File: config.mk
export PLATFORM = sky130hd
export DESIGN_NAME = seven_segment_scanner
export DESIGN_NICKNAME = d
export VERILOG_FILES = /design/src/rtl/seven_segment_pkg.sv /design/src/rtl/seven_segment_decoder.sv /design/src/rtl/seven_segment_scanner.sv
export SDC_FILE = /design/constraint.sdc
export NUM_CORES = 1
export LEC_CHECK = 0
export BUFFER_PORTS_ARGS = -buffer_cell sky130_fd_sc_hd__buf_2
export CAP_MARGIN = 20
export CORE_MARGIN = 3
export CORE_UTILIZATION = 40
export CTS_BUF_LIST = sky130_fd_sc_hd__clkbuf_16
export CTS_CLUSTER_DIAMETER = 50
export DETAILED_ROUTE_END_ITERATION = 16
export GPL_TIMING_DRIVEN = 0
export PLACE_DENSITY = 0.7
export SLEW_MARGIN = 25
export SYNTH_ARGS = -nofsm -noshare
export SYNTH_HDL_FRONTEND = slang
export SYNTH_HIERARCHICAL = 1
export SYNTH_SLANG_ARGS = --single-unit
File: constraint.sdc
create_clock -name clk -period 2.22 [get_ports clk]
set_clock_uncertainty 0.05 [all_clocks]
set_input_delay 0.444 -clock clk [delete_from_list [all_inputs] [get_ports clk]]
set_output_delay 0.444 -clock clk [all_outputs]
set_load 0.01 [all_outputs]
File: src/rtl/seven_segment_pkg.sv
`default_nettype none
// ============================================================================
// Module   : seven_segment_pkg
// Purpose  : Shared definitions for the seven-segment scanner: digit-code
//            width, segment patterns {a,b,c,d,e,f,g} (MSB = a, active-high)
//            and the two-state scan FSM encoding.
// Revision : 1.0 - initial release
// ============================================================================
package seven_segment_pkg;

    localparam int c_code_w = 3;
    localparam int c_seg_w  = 7;

    typedef logic [c_code_w-1:0] code_t;
    typedef logic [c_seg_w-1:0]  seg_t;

    // Segment patterns, order {a,b,c,d,e,f,g}
    localparam seg_t c_seg_0   = 7'b1111110;
    localparam seg_t c_seg_1   = 7'b0110000;
    localparam seg_t c_seg_2   = 7'b1101101;
    localparam seg_t c_seg_3   = 7'b1111001;
    localparam seg_t c_seg_err = 7'b1001111;   // "E"

    // Scan FSM encoding
    localparam logic [0:0] c_st_blank = 1'b0;
    localparam logic [0:0] c_st_drive = 1'b1;

endpackage
`default_nettype wire

File: src/rtl/seven_segment_decoder.sv
`default_nettype none
// ============================================================================
// Module   : seven_segment_decoder
// Purpose  : Combinational digit-code to segment-pattern decoder.
//            Codes 0..3 show the digit, every other code shows "E".
// Ports    : code - 3-bit digit code in
//            seg  - 7-bit segment pattern {a..g} out, active-high
// Revision : 1.0 - initial release
// ============================================================================
module seven_segment_decoder
    import seven_segment_pkg::*;
(
    input  logic [c_code_w-1:0] code,
    output logic [c_seg_w-1:0]  seg
);

    always_comb begin
        seg = c_seg_err;
        case (code)
            3'd0:    seg = c_seg_0;
            3'd1:    seg = c_seg_1;
            3'd2:    seg = c_seg_2;
            3'd3:    seg = c_seg_3;
            default: seg = c_seg_err;
        endcase
    end

endmodule
`default_nettype wire

File: src/rtl/seven_segment_scanner.sv
`default_nettype none
// ============================================================================
// Module   : seven_segment_scanner
// Purpose  : Multiplexed seven-segment display scanner with double-buffered
//            digit codes. Writes land in a shadow bank; a commit copies the
//            shadow bank to the displayed (active) bank only at a frame
//            boundary so a frame never shows a mix of old and new digits.
//            Each digit slot starts with an all-off blanking interval.
// Ports    : clk, rst         - clock, synchronous active-high reset
//            enable           - scanning enabled when high
//            wr_en/idx/code   - shadow digit write; wr_ack / wr_err pulse
//                               one cycle later (accepted / out of range)
//            commit           - request shadow->active copy at next frame
//                               boundary; commit_done pulses when it happens
//            seg, dig_en      - registered segment and one-hot digit drives
//            frame_tick       - pulse at each scan-index wrap
// Revision : 1.0 - initial release
// ============================================================================
module seven_segment_scanner
    import seven_segment_pkg::*;
#(
    parameter int N_DIGITS     = 4,
    parameter int SLOT_CYCLES  = 50000,
    parameter int BLANK_CYCLES = 16
)(
    input  logic                clk,
    input  logic                rst,
    input  logic                enable,
    input  logic                wr_en,
    input  logic [2:0]          wr_idx,
    input  logic [2:0]          wr_code,
    output logic                wr_ack,
    output logic                wr_err,
    input  logic                commit,
    output logic                commit_done,
    output logic [6:0]          seg,
    output logic [N_DIGITS-1:0] dig_en,
    output logic                frame_tick
);

    localparam int c_idx_w = $clog2(N_DIGITS);
    localparam int c_cnt_w = $clog2(SLOT_CYCLES);

    localparam logic [c_cnt_w-1:0]  c_cnt_blank_last = c_cnt_w'(BLANK_CYCLES - 1);
    localparam logic [c_cnt_w-1:0]  c_cnt_slot_last  = c_cnt_w'(SLOT_CYCLES - 1);
    localparam logic [c_idx_w-1:0]  c_idx_last       = c_idx_w'(N_DIGITS - 1);
    localparam logic [N_DIGITS-1:0] c_dig_one        = {{(N_DIGITS-1){1'b0}}, 1'b1};

    // ------------------------------------------------------------------
    // State
    // ------------------------------------------------------------------
    logic [0:0]         r_state;
    logic [c_cnt_w-1:0] r_cnt;       // cycle within the current slot
    logic [c_idx_w-1:0] r_idx;       // digit being scanned
    logic               r_pending;
    code_t              r_shadow [N_DIGITS];
    code_t              r_active [N_DIGITS];

    logic               r_wr_ack;
    logic               r_wr_err;
    logic               r_commit_done;
    logic               r_frame_tick;
    seg_t               r_seg;
    logic [N_DIGITS-1:0] r_dig_en;

    // ------------------------------------------------------------------
    // Combinational helpers
    // ------------------------------------------------------------------
    logic  w_idx_ok;
    logic  w_wr_ok;
    logic  w_boundary;
    logic  w_copy;
    code_t w_shadow_nxt [N_DIGITS];
    seg_t  w_dec_seg;

    assign w_idx_ok = ({1'b0, wr_idx} < 4'(N_DIGITS));
    assign w_wr_ok  = wr_en && w_idx_ok;

    // Frame boundary: the last drive cycle of the last digit.
    assign w_boundary = enable && (r_state == c_st_drive) &&
                        (r_cnt == c_cnt_slot_last) && (r_idx == c_idx_last);

    // While disabled the display is dark, so a commit may land immediately.
    assign w_copy = (r_pending || commit) && (w_boundary || !enable);

    // Shadow bank as it will be after this cycle's write; the copy source,
    // so a write accepted together with the copy is included in it.
    always_comb begin
        w_shadow_nxt = r_shadow;
        if (w_wr_ok) begin
            w_shadow_nxt[wr_idx[c_idx_w-1:0]] = wr_code;
        end
    end

    seven_segment_decoder u_decoder (
        .code (r_active[r_idx]),
        .seg  (w_dec_seg)
    );

    // ------------------------------------------------------------------
    // Scan FSM: BLANK -> DRIVE -> BLANK, slot counter runs across both
    // ------------------------------------------------------------------
    always_ff @(posedge clk) begin
        if (rst || !enable) begin
            r_state <= c_st_blank;
            r_cnt   <= '0;
            r_idx   <= '0;
        end else begin
            case (r_state)
                c_st_blank: begin
                    if (r_cnt == c_cnt_blank_last) begin
                        r_state <= c_st_drive;
                    end
                    r_cnt <= r_cnt + 1'b1;
                end
                c_st_drive: begin
                    if (r_cnt == c_cnt_slot_last) begin
                        r_state <= c_st_blank;
                        r_cnt   <= '0;
                        r_idx   <= (r_idx == c_idx_last) ? '0 : r_idx + 1'b1;
                    end else begin
                        r_cnt <= r_cnt + 1'b1;
                    end
                end
                default: begin
                    r_state <= c_st_blank;
                    r_cnt   <= '0;
                end
            endcase
        end
    end

    // ------------------------------------------------------------------
    // Shadow / active banks and commit tracking
    // ------------------------------------------------------------------
    always_ff @(posedge clk) begin
        if (rst) begin
            r_pending <= 1'b0;
            for (int i = 0; i < N_DIGITS; i++) begin
                r_shadow[i] <= '0;
                r_active[i] <= '0;
            end
        end else begin
            r_shadow <= w_shadow_nxt;
            if (w_copy) begin
                r_active  <= w_shadow_nxt;
                r_pending <= 1'b0;
            end else if (commit) begin
                r_pending <= 1'b1;
            end
        end
    end

    // ------------------------------------------------------------------
    // Registered outputs; seg/dig_en follow the current FSM state one
    // cycle later, and go dark on the same edge enable is seen low.
    // ------------------------------------------------------------------
    always_ff @(posedge clk) begin
        if (rst) begin
            r_wr_ack      <= 1'b0;
            r_wr_err      <= 1'b0;
            r_commit_done <= 1'b0;
            r_frame_tick  <= 1'b0;
            r_seg         <= '0;
            r_dig_en      <= '0;
        end else begin
            r_wr_ack      <= w_wr_ok;
            r_wr_err      <= wr_en && !w_idx_ok;
            r_commit_done <= w_copy;
            r_frame_tick  <= w_boundary;
            if (enable && (r_state == c_st_drive)) begin
                r_seg    <= w_dec_seg;
                r_dig_en <= c_dig_one << r_idx;
            end else begin
                r_seg    <= '0;
                r_dig_en <= '0;
            end
        end
    end

    assign wr_ack      = r_wr_ack;
    assign wr_err      = r_wr_err;
    assign commit_done = r_commit_done;
    assign frame_tick  = r_frame_tick;
    assign seg         = r_seg;
    assign dig_en      = r_dig_en;

endmodule
`default_nettype wire
==> results of run 1 <==
routing by layer:
| layer | vias to the layer above | wire [µm] | global-route usage, % |
|---|---|---|---|
| met1 | 823 | 2010 | 15.7 |
| met3 | 7 | 228 | 6.32 |
| met2 | 34 | 2150 | 22.9 |
| met4 | 0 | 55 | 4.39 |
| li1 | 879 | - | - |
| met5 | - | 0 | 0 |
critical path, cell delays in order, from the launching register on:
cell     delay, ns
dfxtp_1       0.32
ha_1          0.24
and3_1        0.23
and3_1        0.19
a31oi_2       0.28
buf_6         0.23
mux2_4        0.31
cells by family after synthesis:
kind of cell               count (synthesis)
adders and majority gates                  2
xor gates and xnor gates                  11
buffers and inverters                     14
DFF                                       59
AOI/OAI and AO/OA                         16
and+or+nand+nor                          105
muxes                                     27
registers in the layout (all words and copies together), names as in the netlist:
name         cells
r_pending        1
r_cnt           16
r_idx            2
wr_err           1
wr_ack           1
seg              7
r_active        12
dig_en           4
r_state          1
r_shadow        12
commit_done      1
frame_tick       1
stage by stage:
step | instance area, µm² | power, mW | hold slack [ns] | std cells
5_1_grt | 2920 | 2.63 | 0.322 | 344
3_5_place_dp | 2620 | 1.18 | 0.390 | 331
2_1_floorplan | 2410 | 1.15 | 0.368 | 234
6_report | 2920 | 2.54 | 0.311 | 344
4_1_cts | 2920 | 2.57 | 0.297 | 344
3_3_place_gp | 2620 | 1.18 | 0.379 | 331
cell usage in the layout, fill, tap and decap left out, drive strengths merged, types with 6 or more instances in the layout:
cell type,instances
a21oi,6
and3,12
buf,28
clkbuf,15
dfxtp,59
mux2,12
mux2i,12
nand2,9
nand3,6
nor2,34
nor2b,14
nor3,7
o21ai,6
xnor2,7
synthesized netlist by cell type, drive strengths merged, types with 2 or more instances:
cell type  instances
or4                2
nand3              6
or3                3
nand2              9
and4bb             2
ha                 2
dfxtp             59
nor3               7
buf                3
a31oi              2
nand4              3
nand2b             2
xor2               4
mux2i             12
a21oi              6
o21ai              6
or2                3
clkbuf             6
nor2b             14
mux2              12
and3              12
mux4               3
inv                5
nor4               3
nor2              34
xnor2              7
what timing repair did:
action / in CTS / in global routing
endpoints found under the setup margin: 0 / 1
hold endpoints to repair: 0 / 0
resized for setup: 0 / 2
cell type report:
class / count / area, µm²
Fill cell: 496 / 2760
Sequential cell: 59 / 1180
Multi-Input combinational cell: 161 / 1160
Clock buffer: 9 / 225
Timing Repair Buffer: 25 / 125
Tap cell: 72 / 90.1
Clock inverter: 4 / 68.8
Buffer: 9 / 47.5
Inverter: 5 / 18.8
final timing paths:
kind	start	endpoint	slack, ns	cells past startpoint
worst max-delay path	r_cnt[0]$_SDFF_PP0_	r_active[9]$_SDFFE_PP0P_	0.23	6
worst max register to register	r_cnt[0]$_SDFF_PP0_	r_active[9]$_SDFFE_PP0P_	0.23	6
worst min-delay path	wr_idx[2]	wr_ack$_SDFF_PP0_	0.31	2
worst min register to register	r_cnt[0]$_SDFF_PP0_	r_cnt[0]$_SDFF_PP0_	0.40	1
power by group through the flow:
stage	logic (mW)	clock network, mW	registers [mW]
detailed placement	0.0854	0	1.10
finish	0.0854	1.38	1.08
CTS	0.0862	1.40	1.08
global placement	0.0840	0	1.10
global route	0.0956	1.45	1.08
floorplan	0.0544	0	1.10
==> results.toml, run 1 <==
[timing]
layout_setup_ws_ns = 0.233
final_hold_viol_count = 0
setup_viol_count_final = 0
timing.fmax_mhz = 503
maxSlewHeadroom_pct = 63.2
setup_repair_after_global_routing_missed_its_margin = "no"
tightestPinTransition_ns = 0.550
timing.final.crit_period_ns = 1.99
finalCritPeriodShare_pct = 89.5
setup-tns-final_ns = 0
final_max_slew_viol_count = 0

[clock_network]
cts_buffers = 9
post_cts_hold_buffer_count = 0
cts_root_buf = "clkbuf_16"
clock_sinks = 59
cts_max_path_bufs = 2
path_clk_slew_ns = 0.05
cts_tree = "built"
clkLatencyLatePin_ns = 0.32
cts.htree.levels = 3
cts_post_setup_buffers_inserted = 0

[setup_path]
critPathMaxFanout = 10
cp-end-kind = "flip-flop"
crit_required_ns = 2.37
cp_data_arrival_time_ns = 2.14
worstSetupStartpointType = "flip-flop"
cp_class = "flip-flop to flip-flop"

[place]
gp_congestion = 0.794
dpl_worst_slack_ns = 0.0811
dp_hpwl_um = 3060
port_bufs = 25

[global_route]
grtUsageTotal_pct = 13.7
grt_antenna_before_repair = 0
grt_first_pass_wirelength_um = 7730
grt_max_degree = 11
via_count_of_the_first_global_routing_pass = 1722
grt-ovfl-total = 0

[pwr]
power_density_nw_per_um2 = 872
cell_internal_pwr_mw = 2.06
static-leakage-power_nw = 1.19
netSwitchingPower_mw = 0.478
combinationalPowerShare_pct = 3.4
netSwitchingFraction_pct = 18.8
seq_power_share_pct = 42.4
peakVddDrop_mv = 0.646
power.share.clock_pct = 54.2

[floorplanning]
core_area_um2 = 5680
fp-row-count = 27
initial_utilization_pct = 42.4
fp.dieH_um = 83.6
i_o_pin_count = 26
dieWidth_um = 83.6
die_area_um2 = 6980

[yosys]
synth_top_flop_cell = "dfxtp_1"
synth.net_count = 247
synth_simple_gate_area_share_pct = 24.3
post_synth_xor_area_fraction_pct = 4.00
synth_mux_area_share_pct = 14.8
synth_warnings = 6
synth_largest_type_area_fraction_pct = 49.1
netlist_instances = 234
synthDistinctLibCells = 41
post_synthesis_adder_cell_area_fraction_pct = 1.04
synth_area_um2 = 2410
synthArstFlopShare_pct = 0
largest_family_of_logic_cells_by_synthesized_area = "simple AND/OR/NAND/NOR gates"
synth.area.top_cells = "dfxtp_1 49%, mux2_4 5.6%, nor2_1 5.3%, mux2i_1 5.0%, nor2b_1 3.6%"
syn_area_per_cell_um2 = 10.3
post-synth-top-area-cell = "dfxtp_1"
ys_ff_latch = 59
synth_enable_flop_cells = 0
synth.yosys.seq_area_share_pct = 49.1
synth_compound_area_share_pct = 4.06

[job]
cap_viol_max_count = 0

[final_layout]
design.final.nets = 283
layout-drive-gt1-share_pct = 21.7
share_of_the_core_filled_with_cells_pct = 51.4
antenna-diode-count = 0
area_delta_synth_final_pct = 21.2

[detailed_routing]
routed_wirelength_um = 4440
drt_pass1_iterations = 4
drt_drc_violations_left = 0
detail-route-antenna-nets = 0
drtIter0Drc = 84
detailroute.via_count = 1743
avgViaCountPerCell = 5.07
avgRoutedWirePerCell_um = 12.9

[outcome]
outcome = "finished clean"

[min_path]
min-delay-path-class = "primary input to flip-flop"
Note: power is estimated with default switching activity, not from simulation.
==> run 2, diff against run 1 <==
--- a/config.mk
+++ b/config.mk
@@ -8,12 +8,13 @@
 export BUFFER_PORTS_ARGS = -buffer_cell sky130_fd_sc_hd__buf_2
 export CAP_MARGIN = 20
 export CORE_MARGIN = 3
-export CORE_UTILIZATION = 40
+export CORE_UTILIZATION = 25
 export CTS_BUF_LIST = sky130_fd_sc_hd__clkbuf_16
 export CTS_CLUSTER_DIAMETER = 50
 export DETAILED_ROUTE_END_ITERATION = 16
 export GPL_TIMING_DRIVEN = 0
-export PLACE_DENSITY = 0.7
+export MAX_ROUTING_LAYER = met4
+export PLACE_DENSITY = 0.48
 export SLEW_MARGIN = 25
 export SYNTH_ARGS = -nofsm -noshare
 export SYNTH_HDL_FRONTEND = slang
==> run 2 against run 1 <==
Critical path depth did not move. Combinational power hardly changed. Setup slack better by 0.014 ns. First-iteration DRC count is 50% lower. Non-clock buffer count stayed put. Sequential power about the same. Global-route usage shrank 4.0 points.
==> results.toml, run 2 (synthesized netlist as in run 1, its figures left out) <==
[outcome]
outcome = "finished clean"

[detailed_routing]
drtIter0Drc = 42
routed_wirelength_um = 4700
avgRoutedWirePerCell_um = 11.6
detail-route-antenna-nets = 0
detailroute.via_count = 1722
drt_pass1_iterations = 4
avgViaCountPerCell = 4.26
drt_drc_violations_left = 0

[setup_path]
cp_class = "flip-flop to flip-flop"
r2r_start = "r_cnt[0]$_SDFF_PP0_"
cp-end-kind = "flip-flop"
worstSetupStartpointType = "flip-flop"
critPathMaxFanout = 10
critPathLaunch = "r_cnt[0]$_SDFF_PP0_"
crit_required_ns = 2.37
cp_data_arrival_time_ns = 2.12

[final_layout]
layout-drive-gt1-share_pct = 22.2
layout_top_registers = "r_cnt: 16 flops, r_active: 12 flops, r_shadow: 12 flops"
antenna-diode-count = 0
registers.top_by_ff_count = "r_cnt"
largest_register_ff_count = 16
final_cell_mix = "59 x dfxtp_1, 34 x nor2_1, 26 x buf_2, 14 x nor2b_1"
area_delta_synth_final_pct = 23.8
leading_cell_type_in_the_layout_fill_and_taps_excluded = "dfxtp_1"
design.final.nets = 283

[place]
dp_hpwl_um = 3450
gp_congestion = 0.771
dpl_worst_slack_ns = 0.0692
port_bufs = 25

[clock_network]
cts.htree.levels = 3
clock_sinks = 59
path_clk_slew_ns = 0.05
cts_buffers = 9
cts_root_buf = "clkbuf_16"
clkLatencyLatePin_ns = 0.32
cts_max_path_bufs = 2
cts_tree = "built"
post_cts_hold_buffer_count = 0

[floorplanning]
core_area_um2 = 9280
initial_utilization_pct = 25.9
fp-row-count = 35
fp.dieH_um = 104
dieWidth_um = 104
die_area_um2 = 10800
i_o_pin_count = 26

[pwr]
peakVddDrop_mv = 0.252
static-leakage-power_nw = 1.19
power_density_nw_per_um2 = 831
power.total_mw = 2.48

[min_path]
hp-start = "wr_idx[2]"
min-delay-path-class = "primary input to flip-flop"

[global_route]
grtUsageTotal_pct = 9.76
grt_first_pass_wirelength_um = 8390
via_count_of_the_first_global_routing_pass = 1726
grt_antenna_before_repair = 0
grt_max_degree = 11
grt-ovfl-total = 0

[timing]
setup-tns-final_ns = 0
setup_viol_count_final = 0
setup_repair_after_global_routing_missed_its_margin = "no"
final_hold_viol_count = 0
timing.final.crit_period_ns = 1.97
final_max_slew_viol_count = 0
timing.fmax_mhz = 507
layout_setup_ws_ns = 0.247
fin_hold_ws_ns = 0.309
finalCritPeriodShare_pct = 88.9
tightestPinTransition_ns = 0.548
maxSlewHeadroom_pct = 63.3

[job]
cap_viol_max_count = 0
run 2: cell types whose count changed in the layout (fill, tap and decap cells not counted):
cell / previous run / this run
bufinv_16: 2 / 1
clkinvlp_4: 0 / 1
inv_1: 5 / 6
clkinv_2: 1 / 3
run 2: through the flow:
step | instance area, µm² | std cells | util, %
after detailed placement | 2690 | 388 | 29.0
final | 2980 | 404 | 32.1
after global placement | 2690 | 388 | 29.0
after CTS | 2980 | 404 | 32.1
after global routing | 2980 | 404 | 32.1
after floorplan | 2410 | 234 | -
run 2: power breakdown:
| group | switching, mW | internal [mW] |
|---|---|---|
| clock | 0.461 | 0.852 |
| combinational | 0.0490 | 0.0363 |
| sequential | 0.00431 | 1.07 |
| total | 0.514 | 1.96 |
run 2: repair_timing:
action | CTS | global route
setup endpoints to repair | 0 | 1
gates resized for setup | 0 | 2
hold endpoints to repair | 0 | 0
setup buffers | 0 | 0
run 2: routing by layer:
metal | vias to the layer above | track usage [%] | routed length [µm]
li1 | 885 | - | -
met1 | 798 | 12.3 | 2300
met2 | 31 | 14.5 | 2160
met3 | 8 | 3.41 | 173
met4 | 0 | 3.42 | 68
met5 | - | - | 0
run 2: cell type report:
cell class / count / area, µm²
clock buffers: 9 / 225
clock inverters: 7 / 60.1
inverters: 5 / 18.8
plain buffers: 9 / 47.5
repair buffers: 25 / 125
well taps: 129 / 161
fillers: 993 / 6300
multi-input cells: 161 / 1160
flip-flops and latches: 59 / 1180
run 2: worst max-delay path, stage by stage, from the launching register on:
cell and delay, ns:
dfxtp_1 0.32, ha_1 0.24, and3_1 0.24, and3_1 0.20, a31oi_2 0.28, buf_6 0.23
mux2_4 0.31
run 2: path summary, 6_finish.rpt:
path                                                  to  slack [ns]  cells after the start
worst max-delay path            r_active[1]$_SDFFE_PP0P_        0.25                      6
worst min-delay path                   wr_ack$_SDFF_PP0_        0.31                      2
worst max register to register  r_active[1]$_SDFFE_PP0P_        0.25                      6
worst min register to register       r_cnt[0]$_SDFF_PP0_        0.39                      1
==> run 3, diff against run 2 <==
--- a/config.mk
+++ b/config.mk
@@ -14,7 +14,7 @@
 export DETAILED_ROUTE_END_ITERATION = 16
 export GPL_TIMING_DRIVEN = 0
 export MAX_ROUTING_LAYER = met4
-export PLACE_DENSITY = 0.48
+export PLACE_DENSITY = 0.47
 export SLEW_MARGIN = 25
 export SYNTH_ARGS = -nofsm -noshare
 export SYNTH_HDL_FRONTEND = slang
==> run 3 against run 2 <==
Sequential power about the same. Highest routed layer unchanged. Largest cell class unchanged. Sequential share of layout area increased by 0.51 points. Critical path depth unchanged. Wire length decreased by 0.47%. Final cell count decreased by 0.50%. Fmax decreased by 0.17%. Largest power group unchanged. Sequential cell count unchanged.
==> results.toml, run 3 (synthesized netlist as in run 1, its figures left out) <==
[outcome]
outcome = "finished clean"

[detailed_routing]
drt_drc_violations_left = 0
drtIter0Drc = 55
avgRoutedWirePerCell_um = 11.6
detail-route-antenna-nets = 0
routed_wirelength_um = 4670
detailroute.via_count = 1708
drt_pass1_iterations = 4
avgViaCountPerCell = 4.25

[global_route]
grt_max_degree = 11
use_met1_pct = 12.2
grt-ovfl-total = 0
grtUsageTotal_pct = 9.96
grt-busiest-layer = "met2"
via_count_of_the_first_global_routing_pass = 1633
grt_antenna_before_repair = 0
met2_usage_pct = 14.2
groute.layer.met3.usage_pct = 3.91
grt_first_pass_wirelength_um = 8130

[setup_path]
path_delay_family = "simple AND/OR/NAND/NOR gates"
worstSetupStartpointType = "flip-flop"
cp_class = "flip-flop to flip-flop"
critical_path_buf_inv_count = 1
crit_required_ns = 2.37
cp_cell_sequence = "ha_1 > and3_1 > and3_1 > a31oi_2 > buf_6 > mux2_4"
crit_path_frequent_cell = "and3_1"
cp-end-kind = "flip-flop"
ff2ff_path_depth = 6
critical_path_depth = 6
critPathMaxFanout = 10
cp_data_arrival_time_ns = 2.13
slowest_delay_ns = 0.32
critPathSlowestCell = "dfxtp_1"
worst-r2r-setup-slack_ns = 0.24

[place]
port_bufs = 25
gp_congestion = 0.767
dpl_worst_slack_ns = 0.0384
dp_hpwl_um = 3420

[final_layout]
design.final.nets = 283
layout-drive-gt1-share_pct = 20.9
area_of_all_sequential_standard_cells_um2 = 1180
registers.top_by_ff_count = "r_cnt"
layout_top_registers = "r_cnt: 16 flops, r_active: 12 flops, r_shadow: 12 flops"
leading_cell_type_in_the_layout_fill_and_taps_excluded = "dfxtp_1"
area_delta_synth_final_pct = 22.3
num-fill-cells = 987
final_cell_mix = "59 x dfxtp_1, 34 x nor2_1, 26 x buf_2, 14 x nor2b_1"
largest_register_ff_count = 16
antenna-diode-count = 0
multiInputGateArea_um2 = 1160

[pwr]
cell_internal_pwr_mw = 1.83
seq_power_share_pct = 46.5
power_density_nw_per_um2 = 788
power.total_mw = 2.32
peakVddDrop_mv = 0.396
static-leakage-power_nw = 1.16
netSwitchingPower_mw = 0.485
power.share.clock_pct = 49.8
combinationalPowerShare_pct = 3.7
netSwitchingFraction_pct = 20.9

[clock_network]
cts_post_setup_buffers_inserted = 0
post_cts_hold_buffer_count = 0
cts.htree.levels = 3
clock_sinks = 59
path_clk_slew_ns = 0.05
cts_buffers = 9
cts_tree = "built"
cts_max_path_bufs = 2
cts_resized = 0
clkLatencyLatePin_ns = 0.32
cts_root_buf = "clkbuf_16"

[floorplanning]
i_o_pin_count = 26
dieWidth_um = 104
initial_utilization_pct = 25.9
fp.dieH_um = 104
fp-row-count = 35
core_area_um2 = 9280
die_area_um2 = 10800

[timing]
timing.final.crit_period_ns = 1.98
maxSlewHeadroom_pct = 60.1
layout_setup_ws_ns = 0.243
setup_repair_after_global_routing_missed_its_margin = "no"
timing.fmax_mhz = 506
finalCritPeriodShare_pct = 89.0
final_max_slew_viol_count = 0
setup-tns-final_ns = 0
tightestPinTransition_ns = 0.598
setup_viol_count_final = 0
final_hold_viol_count = 0

[job]
cap_viol_max_count = 0

[min_path]
timing.hold.worst_path_depth = 2
min-delay-path-class = "primary input to flip-flop"
[run 3: cell types whose count changed in the layout (fill, tap and decap cells not counted)]
cell | previous run | this run
clkinv_1 | 1 | 4
clkinv_2 | 3 | 0
bufinv_16 | 1 | 0
inv_1 | 6 | 5
[run 3: per-stage QoR]
stage,instances,hold WS [ns],instance area [µm²],utilization (%)
detailed placement,388,0.388,2690,29.0
global placement,388,0.381,2690,29.0
CTS,402,0.292,2940,31.7
global route,402,0.295,2940,31.7
floorplan,234,0.368,2410,-
finish,402,0.310,2940,31.7
[run 3: final timing paths]
| path | to | startpoint |
|---|---|---|
| worst min register to register | r_cnt[0]$_SDFF_PP0_ | r_cnt[0]$_SDFF_PP0_ |
| worst max-delay path | r_active[11]$_SDFFE_PP0P_ | r_cnt[0]$_SDFF_PP0_ |
| worst max register to register | r_active[11]$_SDFFE_PP0P_ | r_cnt[0]$_SDFF_PP0_ |
| worst min-delay path | wr_ack$_SDFF_PP0_ | wr_idx[2] |
[run 3: worst register-to-register path: cells and delay by family, from the launching register on]
kind,cells,cell delay [ns]
multiplexers,1,0.31
buffers and inverters,1,0.23
AND/OR/NAND/NOR,2,0.44
flip-flops,1,0.32
AO/OA/AOI/OAI,1,0.27
adder cells (fa/ha/maj),1,0.24
[run 3: cell type report]
cell class	instances	area share [%]
buffer	9	1.62
clock buffer	9	7.66
sequential	59	40.2
clock inverter	5	0.766
multi-input combinational	161	39.4
timing repair buffer	25	4.25
inverter	5	0.638
tap	129	5.49
[run 3: power groups by stage]
stage	sequential, mW	combinational (mW)	clock (mW)
4_1_cts	1.08	0.0869	1.19
3_5_place_dp	1.10	0.0867	0
3_3_place_gp	1.10	0.0858	0
5_1_grt	1.08	0.0952	1.25
2_1_floorplan	1.10	0.0544	0
6_report	1.08	0.0847	1.16
[run 3: routing by layer]
metal / vias up / share of wire [%]
met3: 9 / 3.6
met1: 787 / 49
met4: 0 / 2.3
li1: 883 / -
met2: 29 / 45
met5: - / 0
